--- src/rtl/mem_cycle_sequencer.sv ---
// mem_cycle_sequencer
// Turns a one-cycle memory request into a timed bus cycle: address/data
// setup, a wr or rd strobe of fixed length, then a hold period. The wr/rd
// outputs feed an external strobe register that generates notWR/notRD on the
// following falling edge. The block also holds address and write data on the
// bus, captures read data at the end of the strobe, and reports busy/done.
module mem_cycle_sequencer #(
  parameter int ADDR_WIDTH    = 16,
  parameter int DATA_WIDTH    = 16,
  parameter int SETUP_CYCLES  = 1,
  parameter int STROBE_CYCLES = 2,
  parameter int HOLD_CYCLES   = 1
) (
  input  logic                  clock,
  input  logic                  notReset,
  input  logic                  req,
  input  logic                  write,
  input  logic [ADDR_WIDTH-1:0] addr_in,
  input  logic [DATA_WIDTH-1:0] wdata,
  input  logic [DATA_WIDTH-1:0] data_in,
  output logic                  wr,
  output logic                  rd,
  output logic [ADDR_WIDTH-1:0] addr_out,
  output logic [DATA_WIDTH-1:0] data_out,
  output logic                  data_oe,
  output logic [DATA_WIDTH-1:0] rdata,
  output logic                  busy,
  output logic                  done
);

  // Bus cycle phases
  localparam logic [1:0] IDLE   = 2'd0;
  localparam logic [1:0] SETUP  = 2'd1;
  localparam logic [1:0] STROBE = 2'd2;
  localparam logic [1:0] HOLD   = 2'd3;

  // Zero-length setup/hold phases are skipped entirely rather than visited
  // for one cycle, so these flags select the shortcut transitions.
  localparam bit HAS_SETUP = (SETUP_CYCLES > 0);
  localparam bit HAS_HOLD  = (HOLD_CYCLES > 0);

  // The down-counter is loaded with (length - 1) on entry to a phase and the
  // phase ends on the edge where it reads zero, so a phase of N cycles spans
  // exactly N clock edges. Eight bits cover lengths up to 255.
  localparam logic [7:0] SETUP_LOAD  = 8'(HAS_SETUP ? SETUP_CYCLES - 1 : 0);
  localparam logic [7:0] STROBE_LOAD = 8'(STROBE_CYCLES - 1);
  localparam logic [7:0] HOLD_LOAD   = 8'(HAS_HOLD ? HOLD_CYCLES - 1 : 0);

  logic [1:0] state;
  logic [1:0] next_state;
  logic [7:0] count;
  logic [7:0] next_count;
  logic       write_q;

  logic       count_zero;
  logic       start;
  logic       enter_strobe;
  logic       strobe_end;
  logic       finish;
  logic       strobe_write;

  // Decode the edge events that drive the output registers
  always_comb begin
    count_zero   = (count == 8'd0);
    start        = (state == IDLE) && req;
    enter_strobe = (start && !HAS_SETUP) || ((state == SETUP) && count_zero);
    strobe_end   = (state == STROBE) && count_zero;
    finish       = (strobe_end && !HAS_HOLD) || ((state == HOLD) && count_zero);
    strobe_write = start ? write : write_q;
  end

  // Next phase and counter reload on each phase entry
  always_comb begin
    next_state = state;
    next_count = count;
    case (state)
      IDLE: begin
        if (req) begin
          if (HAS_SETUP) begin
            next_state = SETUP;
            next_count = SETUP_LOAD;
          end else begin
            next_state = STROBE;
            next_count = STROBE_LOAD;
          end
        end
      end
      SETUP: begin
        if (count_zero) begin
          next_state = STROBE;
          next_count = STROBE_LOAD;
        end else begin
          next_count = count - 8'd1;
        end
      end
      STROBE: begin
        if (count_zero) begin
          if (HAS_HOLD) begin
            next_state = HOLD;
            next_count = HOLD_LOAD;
          end else begin
            next_state = IDLE;
            next_count = 8'd0;
          end
        end else begin
          next_count = count - 8'd1;
        end
      end
      HOLD: begin
        if (count_zero) begin
          next_state = IDLE;
          next_count = 8'd0;
        end else begin
          next_count = count - 8'd1;
        end
      end
      default: begin
        next_state = IDLE;
        next_count = 8'd0;
      end
    endcase
  end

  // Phase register and down-counter
  always_ff @(posedge clock or negedge notReset) begin
    if (!notReset) begin
      state <= IDLE;
      count <= 8'd0;
    end else begin
      state <= next_state;
      count <= next_count;
    end
  end

  // Request capture: address, write data and direction are frozen for the
  // whole bus cycle and simply left in place once it completes
  always_ff @(posedge clock or negedge notReset) begin
    if (!notReset) begin
      addr_out <= '0;
      data_out <= '0;
      write_q  <= 1'b0;
    end else if (start) begin
      addr_out <= addr_in;
      data_out <= wdata;
      write_q  <= write;
    end
  end

  // Strobe generation: exactly one of wr/rd is raised for the strobe phase
  always_ff @(posedge clock or negedge notReset) begin
    if (!notReset) begin
      wr <= 1'b0;
      rd <= 1'b0;
    end else if (enter_strobe) begin
      wr <= strobe_write;
      rd <= ~strobe_write;
    end else if (strobe_end) begin
      wr <= 1'b0;
      rd <= 1'b0;
    end
  end

  // Read data is sampled on the edge that ends the strobe; writes leave it
  always_ff @(posedge clock or negedge notReset) begin
    if (!notReset) begin
      rdata <= '0;
    end else if (strobe_end && !write_q) begin
      rdata <= data_in;
    end
  end

  // Status back to the control unit and the write-data bus enable
  always_ff @(posedge clock or negedge notReset) begin
    if (!notReset) begin
      busy    <= 1'b0;
      done    <= 1'b0;
      data_oe <= 1'b0;
    end else begin
      done <= finish;
      if (start) begin
        busy    <= 1'b1;
        data_oe <= write;
      end else if (finish) begin
        busy    <= 1'b0;
        data_oe <= 1'b0;
      end
    end
  end

endmodule
--- config.mk ---
export PLATFORM = sky130hd
export DESIGN_NAME = mem_cycle_sequencer
export DESIGN_NICKNAME = d
export VERILOG_FILES = /design/src/rtl/mem_cycle_sequencer.sv
export SDC_FILE = /design/constraint.sdc
export NUM_CORES = 1
export LEC_CHECK = 0
export ABC_AREA = 1
export BUFFER_PORTS_ARGS = -buffer_cell sky130_fd_sc_hd__buf_2
export CORE_AREA = 2 2 96 98
export DETAILED_ROUTE_END_ITERATION = 10
export DIE_AREA = 0 0 98 100
export PLACE_DENSITY = 0.59
export SYNTH_ARGS = -nofsm -noshare
export SYNTH_HDL_FRONTEND = slang
export SYNTH_SLANG_ARGS = --single-unit
export TNS_END_PERCENT = 50
--- constraint.sdc ---
create_clock -name clock -period 1.8 [get_ports clock]
set_input_delay 0.09 -clock clock [delete_from_list [all_inputs] [get_ports clock]]
set_output_delay 0.09 -clock clock [all_outputs]
set_load 0.005 [all_outputs]
==> summary.md <==
| Metric | Value |
|---|---|
| Total CTS buffers | 9 |
| Fin crit share | between 80 and 90% |
| Critical Path RT | 2.09 ns |
| 1st-iter DRT viols | 91 |
| Fraction of the yosys area taken by sequential cells | 58.99% |
| Ant. Diodes | 0 |
| Gp weighted congestion | 0.7854 |
| Slew Limit Fails | 0 |
| FF-to-FF setup slack | between 0.15 and 0.2 ns |
| Post-DP HPWL | roughly 4.4 mm |
| DRC | 0 |
| Outcome | completed |
| Fin. Hold Viols | 0 |
| Num ports | 105 |
| R2R depth | 8 |
| Final wirelength | just under 7 mm |
| Post-Synth XOR/XNOR Area | less than 1% |
| P per Cell Area | ~1500 mW/mm² |
| Die area | between 0.009 and 0.01 mm² |
| Largest net degree at the start of global routing | 65 |
| Slew headroom | about three quarters |
| IO Port Bufs | between 100 and 150 |
| Switching Fraction | 38.61% |
| Slew @ Worst Pin | 0.3562 ns |
| Mux share of post-synthesis cell area | 0% |
| Worst path cell trace | inv_1 > ha_1 > nand3_2 > nor2_4 > nand3_4 > inv_4 > nand2_1 > nand2_1 |
| Worst Hold Launch | req |
| Area leader, netlist | dfrtp_1 |
| # setup viols final | 0 |
| Clk_lat worst skew | between 0.3 and 0.4 ns |
| Slowest-stage cell, CP | dfrtp_1 |
| Vias in the first global route | 2540 |
| Area contributors post-synth | dfrtp_1 59%, nand2_1 25%, ha_1 2.8%, inv_1 2.8%, nor2_1 2.2% |
| # fillers | around 860 |
| Clock power frac | 19.4% |
| Flops & latches, synth | between 60 and 70 |
| Dpl cells | between 500 and 600 |
| Max VDD drop | 512.1 µV |
| Die height | roughly 100 µm |
| Synth Area in Adders | 2.765% |
| Min Tclk post-route | approximately 1.6 ns |
| Core Footprint | ~0.009 mm² |
| Fin nets | roughly 540 |
| CTS tree | done |
| Average cell area after synthesis | 8.380 µm² |
| Number of synthesis warnings | 0 |
| Syn Inst Count | around 320 |
| Max Root-Sink Buffers | 2 |
| DR WL/cell | 11.30 µm |
| Clock sink count | 64 |
| RR Startpoint | count[0]$_DFFE_PN0N_ |
| Logic pwr share | between 40% and 50% |
| First-pass GRT wire length | 11.45 mm |
| Vias/cell | 4.277 |
| Non-filler cells, final | 600 |
| Syn Nets | between 300 and 400 |
| Final TNS setup | 0 ns |
| Achievable Freq | 618.7 MHz |
| Layout cell share with drive strength beyond 1 | between 20% and 30% |
| RSZ-0062 raised after global routing | false |
| Psw | about 2.4 mW |
| Internal Power | 3.856 mW |
| GRT overflow | 0 |
| Most frequent cells in the layout | 181 x nand2_1, 104 x buf_2, 64 x dfrtp_1, 49 x dlygate4sd3_1, 20 x inv_1 |
| Antenna Nets Post-Route | 0 |
| Area added between synthesis and finish | 49.59% |
| Pleak | 2.283 nW |
| Via count | around 2600 |
| Reg2reg end | rdata[9]$_DFFE_PN0P_ |
| Worst Setup End Kind | register |
| Crit path launch type | register |
| Worst setup endpoint | rdata[9]$_DFFE_PN0P_ |
| Overall Global Routing Usage | 14.48% |
| Initial antenna violation count | 0 |
| Simple-Gate Fraction of Synth Area | a little under a third |
| Arrival @ worst endpoint | between 1.5 and 2 ns |
| Worst Hold Class | in2reg |
| Sequential share of power | between 30 and 40% |
| H-tree depth | 3 |
| Synth cell types | 19 |
| Kind of critical path | reg2reg |
| CTS clk-pin slew, worst paths | about 0.08 ns |
| Crit-path max FO | 17 |
| Largest family of logic cells by synthesized area | simple AND/OR/NAND/NOR gates |
| Min Hold Slack | between 0.05 and 0.06 ns |
| Die X | 98 µm |
| Crit-path max cell delay | about 0.40 ns |
| Post-CTS Setup Bufs | 0 |
| Row cnt | 35 |
| Skew final | ~0.013 ns |
| Mapped cell area | 0.002715 mm² |
| Top cell type's share of synthesized area | a little under 60% |
| Commonest non-fill, non-tap cell in the layout | nand2_1 |
| Power Total | approximately 6.3 mW |
| Max-cap violations | 0 |
| Most used cell, CP | nand2_1 |
| Iteration count of the initial detailed-routing pass | 4 |
| Initial Util | between 30% and 40% |
| Compound-gate portion of the synthesized area | around 1.5% |
| CTS Root Cell | clkbuf_8 |
| CP startpoint | count[0]$_DFFE_PN0N_ |
## logic make-up (layout without fill, tap and decap cells)
family | count (synthesis) | after routing
DFF | 64 | 64
AOI/OAI and AO/OA | 8 | 8
buffers and inverters | 32 | 197
adders and majority gates | 6 | 6
and+or+nand+nor | 211 | 211
xor gates and xnor gates | 3 | 3
## layout make-up
cell class	instances	area, µm²	share of cell area (%)
clock inverters	7	71.32	1.756
multi-input cells	228	979.7	24.12
clock buffers	9	123.9	3.050
repair buffers	157	1054	25.94
flip-flops and latches	64	1602	39.43
inverters	24	92.59	2.280
well taps	111	138.9	3.420
## power by group through the flow
stage	clock, mW	combinational, mW	sequential (mW)
final	1.22	2.60	2.46
after global routing	1.34	3.00	2.55
after CTS	1.27	2.62	2.47
after detailed placement	0	2.54	2.48
after global placement	0	2.48	2.48
after floorplan	0	1.47	2.52
## cells in the mapped netlist, drive strengths merged
cell type and count:
nand3 11, clkbuf 3, nand2 181, a21oi 2, xor2 3, clkinv 1, nor2 17, buf 5
nand3b 2, ha 6, dfrtp 64, o21ai 6, inv 23
## worst min-delay path by stage
stage,to,slack (ns),depth (start not counted)
final,count[0]$_DFFE_PN0N_,0.05,4
after global routing,data_oe$_DFFE_PN0P_,0.06,3
after CTS,data_oe$_DFFE_PN0P_,0.03,3
after detailed placement,count[6]$_DFFE_PN0N_,0.14,2
after global placement,count[6]$_DFFE_PN0N_,0.14,2
after floorplan,addr_out[0]$_DFFE_PN0P_,-0.21,0
## timing repair
item,in CTS,in global routing
hold endpoints to repair,112,0
hold buffers,49,0
resized for setup,0,1
setup endpoints to repair,0,12
## stage by stage
stage          setup slack [ns]  utilization (%)  instance area, µm²
2_1_floorplan            0.3852                -                2715
3_3_place_gp             0.2122            37.96                3374
3_5_place_dp             0.1544            37.96                3374
4_1_cts                  0.1341            45.67                4060
5_1_grt                0.006945            45.69                4061
6_report                 0.1836            45.69                4061
## sequential cells by signal (all words and copies together) (netlist names)
| name | count |
|---|---|
| data_oe | 1 |
| busy | 1 |
| wr | 1 |
| done | 1 |
| rd | 1 |
| state | 2 |
| count | 8 |
| rdata | 16 |
| data_out | 16 |
| write_q | 1 |
| addr_out | 16 |
## worst max-delay path, delay by kind of cell (launching register included)
kind                     cells  cell delay (ns)
adder cells (fa/ha/maj)      1             0.20
AND/OR/NAND/NOR              5             0.65
buffers and inverters        2             0.30
flip-flops                   1             0.40
## metal layers
layer | up-vias | GRT usage (%) | routed length [µm]
met4 | 0 | 5.556 | 53
li1 | 1298 | - | -
met2 | 80 | 24.08 | 3213
met1 | 1182 | 17.87 | 3145
met5 | - | 0 | 0
met3 | 6 | 4.248 | 368
(Power assumes the default switching activity.)
